$ cat src/rtl/div_unit_pkg.sv
// div_unit_pkg: shared definitions for the iterative RV32M divider.
//   - DIV_* operation codes driven on div_unit.op by the decoder
//     (funct3 100..111 with funct7 = 0000001).
//   - Small helpers for decoding the operation code.
package div_unit_pkg;

  localparam logic [1:0] DIV_DIV  = 2'd0;
  localparam logic [1:0] DIV_DIVU = 2'd1;
  localparam logic [1:0] DIV_REM  = 2'd2;
  localparam logic [1:0] DIV_REMU = 2'd3;

  // Even codes are the signed variants.
  function automatic logic op_is_signed(input logic [1:0] op);
    return ~op[0];
  endfunction

  // Upper code bit selects remainder over quotient.
  function automatic logic op_is_rem(input logic [1:0] op);
    return op[1];
  endfunction

endpackage

$ cat src/rtl/div_unit_step.sv
// div_unit_step: one combinational restoring-division step.
// Ports:
//   rem_i [XLEN-1:0]  current partial remainder (always < divisor)
//   q_i   [XLEN-1:0]  dividend/quotient shift register
//   d_i   [XLEN-1:0]  divisor magnitude
//   rem_o [XLEN-1:0]  next partial remainder
//   q_o   [XLEN-1:0]  next quotient shift register (new bit in LSB)
module div_unit_step #(
  parameter int XLEN = 32
) (
  input  logic [XLEN-1:0] rem_i,
  input  logic [XLEN-1:0] q_i,
  input  logic [XLEN-1:0] d_i,
  output logic [XLEN-1:0] rem_o,
  output logic [XLEN-1:0] q_o
);

  logic [XLEN:0] shifted;
  logic [XLEN:0] trial;
  logic          fits;

  // The trial subtract is one bit wider so its MSB is the borrow/sign.
  assign shifted = {rem_i, q_i[XLEN-1]};
  assign trial   = shifted - {1'b0, d_i};
  assign fits    = ~trial[XLEN];

  // On a fit the result is < d, so the top bit of trial is zero; on a miss the
  // shifted value is < d as well. Either way XLEN bits hold the remainder.
  assign rem_o = fits ? trial[XLEN-1:0] : shifted[XLEN-1:0];
  assign q_o   = {q_i[XLEN-2:0], fits};

endmodule

$ cat src/rtl/div_unit.sv
// div_unit: iterative radix-2 divider for DIV/DIVU/REM/REMU.
// One restoring step per clock; busy stalls the pipeline while it runs.
// Ports:
//   clk, rst_n      clock, asynchronous active-low reset
//   start           launch request, accepted only in IDLE without flush
//   op [1:0]        DIV_DIV / DIV_DIVU / DIV_REM / DIV_REMU
//   a, b [XLEN-1:0] dividend, divisor (latched on acceptance)
//   flush           abort; wins over start, no done for the aborted op
//   busy            operation in progress (accept edge through done edge)
//   done            one-cycle pulse, result valid
//   result          quotient or remainder, held until the next completion
// Handshake: start is a request sampled only while IDLE; there is no
// backpressure on done, which is a single-cycle strobe with result valid.
module div_unit
  import div_unit_pkg::*;
#(
  parameter int XLEN = 32
) (
  input  logic            clk,
  input  logic            rst_n,
  input  logic            start,
  input  logic [1:0]      op,
  input  logic [XLEN-1:0] a,
  input  logic [XLEN-1:0] b,
  input  logic            flush,
  output logic            busy,
  output logic            done,
  output logic [XLEN-1:0] result
);

  localparam int CW = $clog2(XLEN + 1);
  localparam logic [XLEN-1:0] ONE     = XLEN'(1);
  localparam logic [XLEN-1:0] MIN_NEG = {1'b1, {(XLEN-1){1'b0}}};

  typedef enum logic [1:0] {
    IDLE = 2'd0,
    CALC = 2'd1,
    FIX  = 2'd2
  } state_e;

  function automatic logic [XLEN-1:0] neg(input logic [XLEN-1:0] x);
    return ~x + ONE;
  endfunction

  state_e          state_q;
  logic [CW-1:0]   cnt_q;
  logic [XLEN-1:0] rem_q;
  logic [XLEN-1:0] q_q;
  logic [XLEN-1:0] d_q;
  logic            neg_quo_q;
  logic            neg_rem_q;
  logic            is_rem_q;
  logic            busy_q;
  logic            done_q;
  logic [XLEN-1:0] result_q;

  logic [XLEN-1:0] rem_d;
  logic [XLEN-1:0] q_d;

  // Operand preparation for the accept edge.
  logic            sgn;
  logic            a_neg;
  logic            b_neg;
  logic [XLEN-1:0] a_abs;
  logic [XLEN-1:0] b_abs;
  logic            div_zero;
  logic            overflow;

  assign sgn      = op_is_signed(op);
  assign a_neg    = sgn & a[XLEN-1];
  assign b_neg    = sgn & b[XLEN-1];
  // |MIN_NEG| wraps to MIN_NEG, which is the right magnitude read unsigned.
  assign a_abs    = a_neg ? neg(a) : a;
  assign b_abs    = b_neg ? neg(b) : b;
  assign div_zero = (b == '0);
  assign overflow = sgn && (a == MIN_NEG) && (b == '1);

  div_unit_step #(.XLEN(XLEN)) u_step (
    .rem_i (rem_q),
    .q_i   (q_q),
    .d_i   (d_q),
    .rem_o (rem_d),
    .q_o   (q_d)
  );

  always_ff @(posedge clk or negedge rst_n) begin
    if (!rst_n) begin
      state_q   <= IDLE;
      cnt_q     <= '0;
      rem_q     <= '0;
      q_q       <= '0;
      d_q       <= '0;
      neg_quo_q <= 1'b0;
      neg_rem_q <= 1'b0;
      is_rem_q  <= 1'b0;
      busy_q    <= 1'b0;
      done_q    <= 1'b0;
      result_q  <= '0;
    end else begin
      done_q <= 1'b0;
      if (flush) begin
        state_q <= IDLE;
        busy_q  <= 1'b0;
      end else begin
        unique case (state_q)
          IDLE: begin
            if (start) begin
              busy_q   <= 1'b1;
              is_rem_q <= op_is_rem(op);
              cnt_q    <= CW'(XLEN);
              d_q      <= b_abs;
              // Special cases preload the final answer and skip CALC; the
              // sign flags are cleared so FIX passes the values through.
              if (div_zero) begin
                q_q       <= '1;
                rem_q     <= a;
                neg_quo_q <= 1'b0;
                neg_rem_q <= 1'b0;
                state_q   <= FIX;
              end else if (overflow) begin
                q_q       <= MIN_NEG;
                rem_q     <= '0;
                neg_quo_q <= 1'b0;
                neg_rem_q <= 1'b0;
                state_q   <= FIX;
              end else begin
                q_q       <= a_abs;
                rem_q     <= '0;
                neg_quo_q <= a_neg ^ b_neg;
                neg_rem_q <= a_neg;
                state_q   <= CALC;
              end
            end
          end
          CALC: begin
            rem_q <= rem_d;
            q_q   <= q_d;
            cnt_q <= cnt_q - CW'(1);
            if (cnt_q == CW'(1)) begin
              state_q <= FIX;
            end
          end
          FIX: begin
            if (is_rem_q) begin
              result_q <= neg_rem_q ? neg(rem_q) : rem_q;
            end else begin
              result_q <= neg_quo_q ? neg(q_q) : q_q;
            end
            done_q  <= 1'b1;
            busy_q  <= 1'b0;
            state_q <= IDLE;
          end
          default: begin
            state_q <= IDLE;
            busy_q  <= 1'b0;
          end
        endcase
      end
    end
  end

  assign busy   = busy_q;
  assign done   = done_q;
  assign result = result_q;

endmodule

$ cat config.mk
export PLATFORM = sky130hd
export DESIGN_NAME = div_unit
export DESIGN_NICKNAME = d
export VERILOG_FILES = /design/src/rtl/div_unit_pkg.sv /design/src/rtl/div_unit_step.sv /design/src/rtl/div_unit.sv
export SDC_FILE = /design/constraint.sdc
export NUM_CORES = 1
export LEC_CHECK = 0
export CAP_MARGIN = 15
export CORE_MARGIN = 2
export CORE_UTILIZATION = 57
export DETAILED_ROUTE_END_ITERATION = 16
export PLACE_DENSITY = 0.91
export REMOVE_ABC_BUFFERS = 1
export SYNTH_ARGS = -nofsm -noshare
export SYNTH_HDL_FRONTEND = slang
export SYNTH_SLANG_ARGS = --single-unit
$ cat constraint.sdc
create_clock -name clk -period 8.3 [get_ports clk]
set_input_delay 0.83 -clock clk [delete_from_list [all_inputs] [get_ports clk]]
set_output_delay 0.83 -clock clk [all_outputs]
set_load 0.05 [all_outputs]
**Word-level counts from Yosys, hierarchy flattened**

Index checks and enable logic that the tools add are counted.

- Flip-flop bits (word level): 141

- $add $sub $neg: 6
- Equal/unequal tests: 9
- Mux-type cells: 30
- Bitwise gates (word level): 10
- Reductions and logical operators: 10

Operators with widths:

| kind | number |
|---|---|
| $mux W32 | 11 |
| $add A32 B1 Y32 const B | 4 |
| $not A32 Y32 | 4 |
| $pmux W32 S2 | 2 |
| $eq A32 B32 Y1 const B | 2 |
| $sub A33 B32 Y33 | 1 |
| $logic_not A32 Y1 | 1 |
| $pmux W6 S2 | 1 |
| $mux W2 | 5 |
| $mux W1 | 8 |
| $eq A6 B1 Y1 const B | 1 |
| $mux W6 | 1 |
| $ne A3 B3 Y1 const B | 2 |
| $reduce_and A2 Y1 | 3 |
| $reduce_and A3 Y1 | 2 |
| $sub A6 B1 Y6 const B | 1 |
| $ne A2 B2 Y1 const B | 2 |
| $pmux W2 S2 | 1 |
| $not A1 Y1 | 3 |
| $and A1 B1 Y1 | 2 |
| $eq A2 B1 Y1 const B | 1 |
| $eq A2 B2 Y1 const B | 1 |
| $logic_and A1 B1 Y1 | 2 |
| $logic_not A2 Y1 | 1 |
| 3 further kinds | 3 |

**Depth between registers and ports, before layout**

- Word-level depth: 8
- Depth in mapped cells: 13
- Gate-level depth less buffers: 12

**Modules after synthesis**

From an unflattened synthesis, not the netlist that was laid out.

- Cell total of the unflattened synthesis: 1358
- Area, all modules: 11347.1 um^2

By module, submodules not included:

| module | times used | cells each | area each (um^2) | seq. area each (um^2) |
|---|---|---|---|---|
| div_unit | 1 | 1021 | 8748.4 | 3528.4 |
| div_unit_step | 1 | 337 | 2598.7 | 0.0 |

**Worst setup path after synthesis**

Ideal clock, no wire load.

- Path type: input to register
- Start: in a[4]
- End: reg q_q[10]
- Library setup time: 0.126 ns
- Data arrival time: 3.400 ns
- Required time: 8.174 ns
- Slack: 4.775 ns
- Stages: 10
- Path buffers: 2
- Cell sequence: or3_1 nor3b_1 and3_1 clkbuf_1 nand2_1 nor4_2 nor2_1 clkbuf_1 a221oi_1 nor2_1

- Longest elaborated chain between the ends: 7
- Elaborated cells on any way between the ends: 10
- Classes of those cells: add/sub: 1; eq/ne: 1; mux: 5; bitwise: 1; reduce/logical: 2

RTL lines:

| item | line | text |
|---|---|---|
| from (decl) | div_unit.sv:23 | `input logic [XLEN-1:0] a,` |
| $not A32 Y32 or $eq A32 B32 Y1 (tied branches) | div_unit.sv:42, div_unit.sv:76 |  |
| $add A32 B1 Y32 or $logic_and A1 B1 Y1 (tied branches) | div_unit.sv:42, div_unit.sv:76 |  |
| $mux W32 or $logic_and A1 B1 Y1 (tied branches) | div_unit.sv:73, div_unit.sv:76 |  |
| $mux W32 (*) | div_unit.sv:120 | `end else if (overflow) begin` |
| $mux W32 (*) | div_unit.sv:114 | `if (div_zero) begin` |
| $mux W32 (*) | div_unit.sv:107 | `if (start) begin` |
| $pmux W32 S2 (*) | div_unit.sv:105 | `unique case (state_q)` |
| to (signal assigned) | div_unit.sv:127 | `q_q <= a_abs;` |
| to (signal assigned) | div_unit.sv:137 | `q_q <= q_d;` |
| to (decl) | div_unit.sv:48 | `logic [XLEN-1:0] q_q;` |

Every way passes the cells marked *; elsewhere a longest branch is shown, timed or not. The select of a mux whose other input is x is not followed.
A chain may end at the register's enable or synchronous reset.

**Final worst setup path**

- Start: in b[2]
- End: reg rem_q[28]

- Longest elaborated chain between the ends: 4

RTL lines:

| item | line | text |
|---|---|---|
| from (decl) | div_unit.sv:24 | `input logic [XLEN-1:0] b,` |
| $logic_not A32 Y1 | div_unit.sv:75 | `assign div_zero = (b == '0);` |
| $mux W32 | div_unit.sv:114 |  |
| $mux W32 | div_unit.sv:107 |  |
| $pmux W32 S2 | div_unit.sv:105 |  |
| to (signal assigned) | div_unit.sv:136 | `rem_q <= rem_d;` |
| to (decl) | div_unit.sv:47 | `logic [XLEN-1:0] rem_q;` |

No other way between the ends. The select of a mux whose other input is x is not followed.

==> impl.org <==
** Status
- Status :: complete, no violations

** Power
- Leakage power summed over all cells :: 5.331 nW
- VDD sags by at most 0.0001707 V.
- For this design the ratio of total power to cell area is 345.2 nW/um^2.

** Detailed routing
- Post-DR vias/cell :: 6.349
- In the final routed layout, each cell accounts on average for 18.05 um.
- Router iterations before antenna repair :: 7
- DRC Markers :: 0
- The routed design has 29,710 um of wire.
- The routed layout has 10,450 vias.
- Residual antenna-violating net count after detailed routing :: 0
- In this run, the number of DRC markers left after iteration 0 of detailed routing was 1,046.

** Clocking
- Clock-pin slew was measured on the worst setup and hold paths at 0.06 ns.
- Number of levels the H-tree was split into :: 4
- The number of setup buffers added after CTS is 0.
- Clock tree synthesis inserted a total of 17 buffers.
- In this run, post-CTS hold repair placed 0 buffers.
- Quantity of gates resized following cts :: 0
- The clock drives 141 sinks.
- In this run the clock root is driven by a sky130_fd_sc_hd__clkbuf_16.
- Number of buffers on the longest clock path :: 2
- Clock tree from TritonCTS :: done
- The later pin in the worst-skew pair is clocked with a latency of 0.44 ns.

** Critical path
- Buffer and inverter count on the worst path :: 2
- Depth of the critical timing path with buffers and inverters included :: 11
- Number of cells traversed by the worst register-to-register path :: 12
- Data on the critical path is required at its endpoint by 8.62 ns.
- Destination of the worst register-to-register timing path :: rem_q[28]$_DFFE_PN0P_
- Category of the worst setup path launch point :: input pin
- Along the worst path, the maximum fanout reaches 16.
- In this design, the stage delay of the slowest critical-path cell is 0.79 ns.
- Register-to-register path setup slack :: 3.75 ns
- The worst setup path is captured at a register.
- The kind of cell with the highest combined delay along the critical path is simple AND/OR/NAND/NOR gates.
- The critical path in this run is classified as input pin to register.
- Arrival @ worst endpoint :: 4.95 ns
- Slowest stage cell, crit path :: sky130_fd_sc_hd__nor2_1
- Cell chain of the critical path :: clkdlybuf4s50_1, or3_1, nor3b_1, nor3b_1, nand3_1, nor2_1, nand2_1, nor2_1, buf_4, a22oi_1, o21ai_0
- In this run the critical register-to-register path is launched from q_q[31]$_DFFE_PN0P_.

** Timing
- For this run, the top clock speed supported by timing is 216.0 MHz.
- Slew HR :: 28.01%
- Setup violations remaining at the end of the flow were counted as 0.
- For the pin with the worst max-slew slack, the measured transition is 1.077 ns.
- Setup repair after global routing left no endpoint under its margin.
- Post-Route Skew :: 0.007965 ns
- After layout, the minimum clock period comes to 4.630 ns.
- After layout, the worst path uses 55.78% of the clock period.
- Final total negative setup slack :: 0 ns
- Number of max-slew violations in the final report :: 0
- Hold Violations, Final :: 0
- On the final layout, the worst hold slack is 0.4402 ns.

** Synthesis
- In this run, synthesis produced a sequential element count of 141.
- Post-Synthesis Cell Area :: 10,720 um^2
- Counting flops with an async set or reset pin after synthesis yields a share of 100.0%.
- Averaged over all synthesized cells, the footprint is 8.026 um^2.
- During synthesis, Yosys emitted a total of 0 warnings.
- The number of different library cells used by synthesis comes to 54.
- Top FF cell, synth :: sky130_fd_sc_hd__dfrtp_1
- Summing the sequential cell areas from Yosys gives 32.91% of the chip area.
- The cell count after synthesis came out at 1,336.
- Number of enable-type register cells in the synthesized netlist :: 0

** GRT
- Initial antenna violation count :: 1
- Grt ovf :: 0
- Global routing usage summed across all routing layers :: 30.23%
- Via count of the first global-routing pass :: 9,849
- The first global-routing pass estimated 48,840 um of wire.
- Pin count of the biggest net entering global routing :: 82

** Placed design
- Buffers placed on the I/O ports in this run total 103.
- Post-DP HPWL :: 21,810 um
- Routability cong. :: 0.9429

** Floorplanning
- The core region is 18,580 um^2.
- Die X-Extent :: 141.2 um
- Measured along the y axis, the die boundary spans 141.2 um.
- Row generation in the floorplan step produced 50 rows.
- Effective utilization at floorplan :: 57.71%
- 104 I/O pins were placed.
- Area of the die :: 19,920 um^2

** Final layout
- Fraction of final layout cells with drive strength greater than 1 :: 4.323%
- Most frequent standard cell in the layout excluding fill and tap cells :: sky130_fd_sc_hd__o21ai_0
- Top library cells by usage in the layout, fill and taps aside :: 178 x sky130_fd_sc_hd__o21ai_0, 173 x sky130_fd_sc_hd__nand2_1, 141 x sky130_fd_sc_hd__dfrtp_1
- Area overhead of the layout relative to synthesis :: 17.51%
- Number of nets in the finished design :: 1,508

** Worst hold path
- In this run the worst hold path is classified as input pin to asynchronous set/reset pin.

** Job
- Number of maximum-capacitance constraint violations :: 0
[sequential cells by signal, indices dropped and copies added (netlist names)]
| register | count |
|---|---|
| busy | 1 |
| cnt_q | 6 |
| d_q | 32 |
| done | 1 |
| is_rem_q | 1 |
| neg_quo_q | 1 |
| neg_rem_q | 1 |
| q_q | 32 |
| rem_q | 32 |
| result | 32 |
| state_q | 2 |
[power by group]
part / switching (mW) / internal, mW
clock: 0.310 / 0.624
combinational: 1.38 / 0.887
sequential: 0.266 / 0.883
total: 1.96 / 2.39
[synth_stat cells (all sizes together), types with 13 or more instances]
cell type	instances	area, um^2
mux2i	35	350.3
xor2	61	534.3
nand4	14	87.58
o31ai	26	200.2
nor2	81	304.0
xnor2	87	762.0
or3	18	127.6
inv	61	229.0
dfrtp	141	3528
nor4	15	100.1
or4	19	157.7
nand2b	15	93.84
ha	39	488.0
a22oi	29	217.7
o22ai	13	81.33
o41ai	13	128.9
clkbuf	64	240.2
a221oi	19	166.4
a21oi	80	400.4
nand2	175	656.9
nand3	15	75.07
nor3	21	105.1
o21ai	199	996.0
[layout make-up]
cell class                 count  area (um^2)
inverter                      61        229.0
antenna                        1        2.502
fill                        1485         5979
sequential                   141         3528
clock buffer                  17        425.4
multi-input combinational   1064         6725
tap                          234        292.8
clock inverter                15        290.3
timing repair buffer         113         1107
[layer usage]
layer	share of wire (%)	wire length, um	GRT usage [%]
met5	0	0	0
met2	47	13870	49.28
met1	41	12090	39.45
met3	9.1	2710	5.163
met4	3.5	1042	13.95
[logic make-up (layout without fill, tap and decap cells)]
group | Yosys count | after routing | synth area share [%]
AO/OA/AOI/OAI | 438 | 438 | 24.63
XOR/XNOR | 148 | 148 | 12.09
adder cells (fa/ha/maj) | 40 | 40 | 4.737
buffers and inverters | 131 | 206 | 4.621
flip-flops | 141 | 141 | 32.91
multiplexers | 35 | 35 | 3.267
other | 0 | 1 | 0
AND/OR/NAND/NOR | 403 | 403 | 17.75
[metrics by stage]
step	utilization [%]	std cells	area (um^2)	worst slack, ns	total power, mW
3_5_place_dp	63.95	1613	11880	3.322	3.348
4_1_cts	67.80	1645	12600	3.731	4.311
6_report	67.82	1646	12600	3.670	4.350
2_1_floorplan	-	1266	10460	3.716	2.725
3_3_place_gp	63.95	1613	11880	3.425	3.274
5_1_grt	67.82	1646	12600	3.356	4.623
[worst max path at each step]
stage,start,end
CTS,b[2],rem_q[28]$_DFFE_PN0P_
floorplan,q_q[31]$_DFFE_PN0P_,q_q[0]$_DFFE_PN0P_
detailed placement,b[2],rem_q[23]$_DFFE_PN0P_
global placement,b[2],rem_q[18]$_DFFE_PN0P_
finish,b[2],rem_q[28]$_DFFE_PN0P_
global route,b[2],rem_q[28]$_DFFE_PN0P_
Note: power is estimated with default switching activity, not from simulation.
